### src/rtl/usequencer.sv
// Microprogram sequencer: next microstore address selection, subroutine return
// stack and a MOC wait watchdog that forces a jump to the abort routine.
module usequencer #(
    parameter int             AW         = 7,
    parameter int             DEPTH      = 4,
    parameter int             TIMEOUT    = 15,
    parameter logic [AW-1:0]  ABORT_ADDR = 7'd90
) (
    input  logic                    clk,
    input  logic                    reset_n,
    input  logic                    en,
    input  logic [2:0]              ns,
    input  logic [AW-1:0]           cr_addr,
    input  logic                    inv,
    input  logic                    cond,
    input  logic [AW-1:0]           dec_addr,
    input  logic                    dec_valid,
    input  logic                    moc,
    output logic [AW-1:0]           index,
    output logic                    moc_wait,
    output logic                    abort,
    output logic                    stk_err,
    output logic [$clog2(DEPTH):0]  sp
);

    localparam int SPW = $clog2(DEPTH) + 1;
    localparam int TW  = $clog2(TIMEOUT + 1);

    typedef enum logic [2:0] {
        NS_INC     = 3'b000,
        NS_JUMP    = 3'b001,
        NS_DECODE  = 3'b010,
        NS_COND    = 3'b011,
        NS_WAITMOC = 3'b100,
        NS_CALL    = 3'b101,
        NS_RET     = 3'b110,
        NS_FETCH   = 3'b111
    } ns_t;

    ns_t              ns_sel;
    logic [AW-1:0]    upc_reg, upc_next, upc_inc;
    logic [SPW-1:0]   sp_reg, sp_next, sp_dec;
    logic [TW-1:0]    timer_reg, timer_next;
    logic             abort_reg, abort_next;
    logic             err_reg, err_next;
    logic             push;
    logic [AW-1:0]    stack [DEPTH];

    assign ns_sel  = ns_t'(ns);
    assign upc_inc = upc_reg + AW'(1);
    assign sp_dec  = sp_reg - SPW'(1);

    always_comb begin
        upc_next   = upc_reg;
        sp_next    = sp_reg;
        timer_next = timer_reg;
        abort_next = 1'b0;
        err_next   = err_reg;
        push       = 1'b0;
        if (en) begin
            // any cycle outside WAITMOC restarts the watchdog from zero
            timer_next = '0;
            case (ns_sel)
                NS_INC:    upc_next = upc_inc;
                NS_JUMP:   upc_next = cr_addr;
                NS_DECODE: upc_next = dec_valid ? dec_addr : upc_reg;
                NS_COND:   upc_next = (cond ^ inv) ? cr_addr : upc_inc;
                NS_WAITMOC: begin
                    if (moc) begin
                        upc_next = upc_inc;
                    end else if (timer_reg < TW'(TIMEOUT - 1)) begin
                        timer_next = timer_reg + TW'(1);
                    end else begin
                        upc_next   = ABORT_ADDR;
                        abort_next = 1'b1;
                    end
                end
                NS_CALL: begin
                    if (sp_reg < SPW'(DEPTH)) begin
                        push     = 1'b1;
                        sp_next  = sp_reg + SPW'(1);
                        upc_next = cr_addr;
                    end else begin
                        err_next = 1'b1;
                        upc_next = ABORT_ADDR;
                    end
                end
                NS_RET: begin
                    if (sp_reg != '0) begin
                        upc_next = stack[sp_dec[SPW-2:0]];
                        sp_next  = sp_dec;
                    end else begin
                        err_next = 1'b1;
                        upc_next = '0;
                    end
                end
                NS_FETCH:  upc_next = '0;
                default:   upc_next = upc_reg;
            endcase
        end
    end

    always_ff @(posedge clk or negedge reset_n) begin
        if (!reset_n) begin
            upc_reg   <= '0;
            sp_reg    <= '0;
            timer_reg <= '0;
            abort_reg <= 1'b0;
            err_reg   <= 1'b0;
        end else begin
            upc_reg   <= upc_next;
            sp_reg    <= sp_next;
            timer_reg <= timer_next;
            abort_reg <= abort_next;
            err_reg   <= err_next;
        end
    end

    // stack contents are don't-care after reset, so no reset is applied
    always_ff @(posedge clk) begin
        if (push) begin
            stack[sp_reg[SPW-2:0]] <= upc_inc;
        end
    end

    assign index    = upc_reg;
    assign sp       = sp_reg;
    assign abort    = abort_reg;
    assign stk_err  = err_reg;
    assign moc_wait = (ns == 3'b100) & ~moc & en;

endmodule

### config.mk
export PLATFORM = sky130hd
export DESIGN_NAME = usequencer
export DESIGN_NICKNAME = d
export VERILOG_FILES = /design/src/rtl/usequencer.sv
export SDC_FILE = /design/constraint.sdc
export NUM_CORES = 1
export LEC_CHECK = 0
export ABC_AREA = 1
export CORE_ASPECT_RATIO = 1.1
export CORE_MARGIN = 2
export CORE_UTILIZATION = 50
export CTS_BUF_LIST = sky130_fd_sc_hd__clkbuf_8
export CTS_CLUSTER_SIZE = 10
export DETAILED_ROUTE_END_ITERATION = 12
export GPL_TIMING_DRIVEN = 0
export PLACE_DENSITY_LB_ADDON = 0.05
export SYNTH_ARGS = -nofsm -noshare
export SYNTH_HDL_FRONTEND = slang
export SYNTH_SLANG_ARGS = --single-unit
export TNS_END_PERCENT = 100
### constraint.sdc
create_clock -name clk -period 2.2 [get_ports clk]
set_input_delay 0.44 -clock clk [delete_from_list [all_inputs] [get_ports clk]]
set_output_delay 0.44 -clock clk [all_outputs]
set_load 0.02 [all_outputs]
==> impl_metrics.py, run 1 <==
metrics = {
    "pwr": {
        "p_per_area_nw_per_um2": 963,
        "power_mw": 3.00,
        "power_leakage_nw": 1.51,
        "vdd_ir_drop_max_v": 0.000450,
    },
    "sta": {
        "slew_viol_final": 0,
        "tightest_slew_ns": 0.781,
        "hold_violations": 0,
        "setup_violations": 0,
        "rsz0062_at_grt": "yes",
        "fmax_mhz": 465,
        "skew_ns": 0.00496,
        "max_slew_margin_pct": 47.8,
        "finalWorstSetupSlack_ns": 0.0507,
        "final.min_clock_period_ns": 2.15,
        "post-route-period-util_pct": 97.7,
    },
    "setup_path": {
        "critPathKind": "input port to output pin",
        "worstPathCellList": "clkdlybuf4s50_1 > inv_1 > nor2_2 > clkdlybuf4s15_2",
        "slowest_stage": "clkdlybuf4s50_1",
        "r2r_cells": 13,
        "cp_data_arrival_time_ns": 1.71,
        "max_stage_delay_ns": 0.57,
        "start_kind": "input port",
        "cp-end-kind": "output pin",
        "crit_path_max_fanout": 6,
        "ff2ff_setup_slack_ns": 0.16,
        "cp.required_ns": 1.76,
    },
    "placement": {
        "dp_hpwl_mm": 4.55,
        "post_dp_cell_area_um2": 2980,
        "gp_congestion": 0.864,
        "io_buffers": 35,
        "place_ws_ns": -0.579,
    },
    "floorplan": {
        "num_io_pins": 37,
        "initial_core_util_pct": 51.5,
        "rows": 27,
        "coreArea_um2": 4970,
        "dieArea_um2": 5700,
        "die_y_um": 79.0,
        "die_w_um": 72.2,
    },
    "yosys": {
        "syn_nets": 357,
        "synth-edff-count": 28,
        "post-synth-top-count-cell": "nand2_1",
        "syn_inst": 326,
        "syn_area_um2": 2560,
        "synth_cell_types": 31,
        "ys_seq_area_share_pct": 48.6,
        "synth_top_cell_area_share_pct": 32.9,
        "synthTopCellsByCount": "nand2_1 (128), inv_1 (38), nor2_1 (35)",
        "ys_ff_latch": 44,
        "ys_warn_count": 0,
        "ys.flop_type": "edfxtp_1",
        "syn_avg_cell_area_um2": 7.84,
        "synth.area.top_cells": "edfxtp_1 (33%), nand2_1 (19%), dfrtp_1 (16%), inv_1 (5.6%), nor2_1 (5.1%)",
        "synthArstFlopShare_pct": 36.4,
        "yosys.area.top_type": "edfxtp_1",
    },
    "finish": {
        "utilization_pct": 62.8,
        "nNetsFinal": 400,
        "final_area_um2": 3120,
        "diodes": 0,
        "largest_reg_flops": 28,
        "area_growth_pct": 22.0,
        "register_area_um2": 1240,
        "drive_above_1_share_pct": 10.0,
        "multi_input_area_um2": 1140,
        "fillers": 432,
    },
    "detailed_routing": {
        "final_antenna_net_count": 0,
        "wl_per_cell_um": 13.8,
        "num_vias": 2185,
        "drt_drc_violations_left": 0,
        "wirelength_mm": 5.91,
        "initialDrtViolationCount": 147,
        "vias_per_cell": 5.11,
        "firstDrtPassIters": 4,
    },
    "grt": {
        "grt_pass1_vias": 2050,
        "grt_max_degree": 17,
        "grt_usage_pct": 22.6,
        "antenna_found_initial": 0,
        "grt_pass1_wl_mm": 9.67,
        "overflow": 0,
    },
    "cts": {
        "path_clk_slew_ns": 0.08,
        "numCtsBuffers": 5,
        "cts_tree": "yes",
        "cts-root-buf": "clkbuf_8",
        "clock_sinks": 44,
        "clk_path_buf_depth": 2,
        "cts_max_level": 2,
        "worstSkewPairLatency_ns": 0.30,
    },
    "status": {
        "status": "completed",
    },
    "min_path": {
        "hp-class": "register to register",
        "whs_path_depth": 1,
    },
    "run": {
        "cap_violations": 0,
    },
}
==> power breakdown <==
group	leakage (nW)	internal [mW]	switching [mW]
clock network	0.0548	0.342	0.290
logic	1.00	0.479	0.804
registers	0.450	1.01	0.0787
==> kinds of logic after synthesis <==
| group | Yosys count | synth area share [%] |
|---|---|---|
| xor+xnor | 4 | 1.37 |
| simple gates | 207 | 35.2 |
| flops | 44 | 48.6 |
| buf+inv | 47 | 7.24 |
| fa+ha+maj | 7 | 3.43 |
| compound gates | 17 | 4.16 |
==> placed cells by master (no fill, tap or decap), drive strengths merged, types with 2 or more instances in the layout <==
cell type / count
o21ai: 8
nand2: 129
clkbuf: 5
xor2: 2
clkdlybuf4s50: 32
or2: 3
buf: 6
ha: 7
nor3: 2
nand3: 27
edfxtp: 28
o21bai: 2
inv: 42
nand4: 4
a21oi: 5
nor2: 41
dfrtp: 16
dlygate4sd2: 2
xnor2: 2
==> per-layer routing <==
metal  track usage (%)  wire [µm]  vias up
li1                  -          -     1111
met1              29.4       2600     1004
met2              38.9       2950       64
met3              3.17        286        6
met4              6.42         67        0
met5                 0          0        -
==> critical path, delay by kind of cell <==
kind	cells	cell delay, ns
simple gates	1	0.19
buf+inv	3	1.07
==> final cells by class <==
| cell class | instances | share of cell area (%) |
|---|---|---|
| sequential | 44 | 39.8 |
| multi-input combinational | 235 | 36.5 |
| timing repair buffer | 36 | 11.4 |
| inverter | 42 | 5.22 |
| tap | 58 | 2.33 |
| clock buffer | 5 | 2.21 |
| clock inverter | 3 | 1.48 |
| buffer | 5 | 1.04 |
==> stage by stage <==
step	setup TNS, ns	hold WS (ns)	cells
floorplan	0	0.144	326
global placement	-7.87	0.461	419
detailed placement	-8.49	0.478	419
CTS	0	0.501	427
global route	-0.0158	0.522	428
finish	0	0.494	428
==> path summary, 6_finish.rpt <==
| check | from | to |
|---|---|---|
| worst max-delay path | en | moc_wait |
| worst min-delay path | stk_err | stk_err |
| worst max register to register | sp[0] | index[3] |
| worst min register to register | stk_err | stk_err |
| max in group asynchronous | reset_n | index[5] |
| min in group asynchronous | reset_n | timer_reg[0] |
==> timing repair <==
| item | CTS | global route |
|---|---|---|
| buffers inserted | 0 | 1 |
| gates resized for setup | 8 | 5 |
| setup endpoints to repair | 9 | 17 |
| pin swaps | 0 | 1 |
| hold buffers | 0 | 0 |
Power figures use the tool's default switching activity.
==> run 2, diff against run 1 <==
--- a/config.mk
+++ b/config.mk
@@ -7,7 +7,7 @@
 export LEC_CHECK = 0
 export ABC_AREA = 1
 export CORE_ASPECT_RATIO = 1.1
-export CORE_MARGIN = 2
+export CORE_MARGIN = 1.5
 export CORE_UTILIZATION = 50
 export CTS_BUF_LIST = sky130_fd_sc_hd__clkbuf_8
 export CTS_CLUSTER_SIZE = 10
==> impl_metrics.py, run 2 (synthesized netlist as in run 1, its figures left out) <==
metrics = {
    "status": {
        "status": "completed",
    },
    "setup_path": {
        "r2r_start": "sp[0]",
        "slowest_stage": "dlygate4sd2_1",
        "r2r-end": "stack[2][4]",
        "crit_path_max_fanout": 7,
        "cp.required_ns": 1.76,
        "path_buf_inv": 3,
        "crit_family": "buffers and inverters",
        "critPathKind": "input port to output pin",
        "worstPathCellList": "dlygate4sd2_1 > inv_2 > nand2_1 > nor2_1 > nand2_2 > nor2_2 > clkdlybuf4s15_2",
        "r2r_cells": 6,
        "ff2ff_setup_slack_ns": 0.17,
        "cp_data_arrival_time_ns": 1.67,
        "start_kind": "input port",
        "cp-end-kind": "output pin",
        "max_stage_delay_ns": 0.32,
    },
    "min_path": {
        "hold_path_end": "stk_err",
        "min_from": "stk_err",
        "whs_path_depth": 1,
        "hp-class": "register to register",
    },
    "detailed_routing": {
        "final_antenna_net_count": 0,
        "wl_per_cell_um": 13.9,
        "vias_per_cell": 5.01,
        "firstDrtPassIters": 5,
        "initialDrtViolationCount": 119,
        "drt_drc_violations_left": 0,
        "num_vias": 2150,
        "wirelength_mm": 5.95,
    },
    "cts": {
        "clock_sinks": 44,
        "cts-root-buf": "clkbuf_8",
        "cts_max_level": 2,
        "cts_tree": "yes",
        "clk_path_buf_depth": 2,
        "worstSkewPairLatency_ns": 0.30,
        "numCtsBuffers": 5,
        "hold_buffers": 0,
        "path_clk_slew_ns": 0.09,
    },
    "pwr": {
        "seq_power_share_pct": 36.4,
        "power_leakage_nw": 1.52,
        "p_switching_mw": 1.18,
        "p_per_area_nw_per_um2": 959,
        "sw_frac_of_total_pct": 39.2,
        "p_int_mw": 1.83,
        "share_comb_of_total_power_pct": 42.3,
        "clkPwrFrac_pct": 21.3,
        "vdd_ir_drop_max_v": 0.000403,
    },
    "finish": {
        "nNetsFinal": 401,
        "drive_above_1_share_pct": 10.2,
        "final_common_cell": "nand2_1",
        "final_cell_mix": "nand2_1 (127), inv_1 (37), nor2_1 (34)",
        "final_area_um2": 3130,
        "largest_reg_flops": 28,
        "area_growth_pct": 22.6,
        "diodes": 0,
        "utilization_pct": 63.1,
    },
    "sta": {
        "slew_viol_final": 0,
        "tightest_slew_ns": 0.862,
        "rsz0062_at_grt": "no",
        "max_slew_margin_pct": 42.4,
        "hold_violations": 0,
        "final.min_clock_period_ns": 2.11,
        "post-route-period-util_pct": 95.9,
        "fmax_mhz": 474,
        "finalWorstSetupSlack_ns": 0.0906,
        "setup_violations": 0,
        "skew_ns": 0.00466,
    },
    "run": {
        "cap_violations": 0,
    },
    "floorplan": {
        "rows": 27,
        "coreArea_um2": 4970,
        "dieArea_um2": 5550,
        "die_w_um": 71.2,
        "num_io_pins": 37,
        "initial_core_util_pct": 51.5,
        "die_y_um": 78.0,
    },
    "grt": {
        "overflow": 0,
        "grt_pass1_vias": 2081,
        "grt-busiest-layer": "met2",
        "met3_usage_pct": 3.12,
        "met2_usage_pct": 41.2,
        "grt_use_met1_pct": 28.6,
        "antenna_found_initial": 0,
        "grt_max_degree": 17,
        "grt_usage_pct": 23.2,
        "grt_pass1_wl_mm": 9.79,
    },
    "placement": {
        "post_dp_cell_area_um2": 2980,
        "gp_congestion": 0.852,
        "io_buffers": 35,
        "dp_hpwl_mm": 4.51,
        "place_ws_ns": -0.577,
    },
}
-- run 2: cell count changes in the layout (fill, tap and decap cells not counted), sizes merged --
| cell | change |
|---|---|
| inv | -1 |
| dlymetal6s2s | +1 |
| clkdlybuf4s50 | -1 |
| buf | +1 |
| clkinvlp | +1 |
-- run 2: layer usage --
metal  part of all wire [%]  up-vias
met4                    1.7        0
met2                     51       39
met5                      0        -
met3                    3.9        9
li1                       -     1114
met1                     44      988
-- run 2: power by group through the flow --
stage               combinational [mW]  sequential [mW]  clock [mW]
global placement                  1.21             1.11           0
floorplan                        0.742             1.16           0
global route                      1.42             1.11       0.679
finish                            1.27             1.09       0.640
detailed placement                1.23             1.11           0
CTS                               1.27             1.09       0.653
-- run 2: through the flow --
stage	hold WS [ns]	power (mW)	setup TNS, ns	instances
5_1_grt	0.492	3.21	0	429
3_5_place_dp	0.463	2.34	-9.58	419
6_report	0.478	3.01	0	429
3_3_place_gp	0.460	2.32	-8.87	419
4_1_cts	0.485	3.01	0	427
2_1_floorplan	0.144	1.91	0	326
-- run 2: worst max path at each step --
stage,from,end,cells after the start,slack [ns]
floorplan,sp[0],index[0],12,0.12
CTS,en,moc_wait,4,0.01
detailed placement,ns[1],moc_wait,7,-0.58
global route,ns[0],moc_wait,7,0.002
finish,ns[0],moc_wait,7,0.09
global placement,ns[1],moc_wait,7,-0.57
-- run 2: what timing repair did --
| item | CTS | global route |
|---|---|---|
| setup buffers | 0 | 2 |
| setup endpoints to repair | 12 | 12 |
| resized for setup | 8 | 8 |
| pin swaps | 0 | 0 |
-- run 2: area by class of cell --
class / count / area, µm²
repair buffers: 37 / 367
flip-flops and latches: 44 / 1240
inverters: 42 / 166
well taps: 58 / 72.6
fillers: 451 / 1830
clock inverters: 3 / 46.3
plain buffers: 5 / 36.3
clock buffers: 5 / 68.8
multi-input cells: 235 / 1130
-- run 2: worst register-to-register path, cell delays in order (launching register included) --
cell	delay, ns
dfrtp_1	0.42
buf_4	0.17
inv_1	0.15
buf_6	0.18
ha_1	0.15
inv_1	0.04
nor2_1	0.55
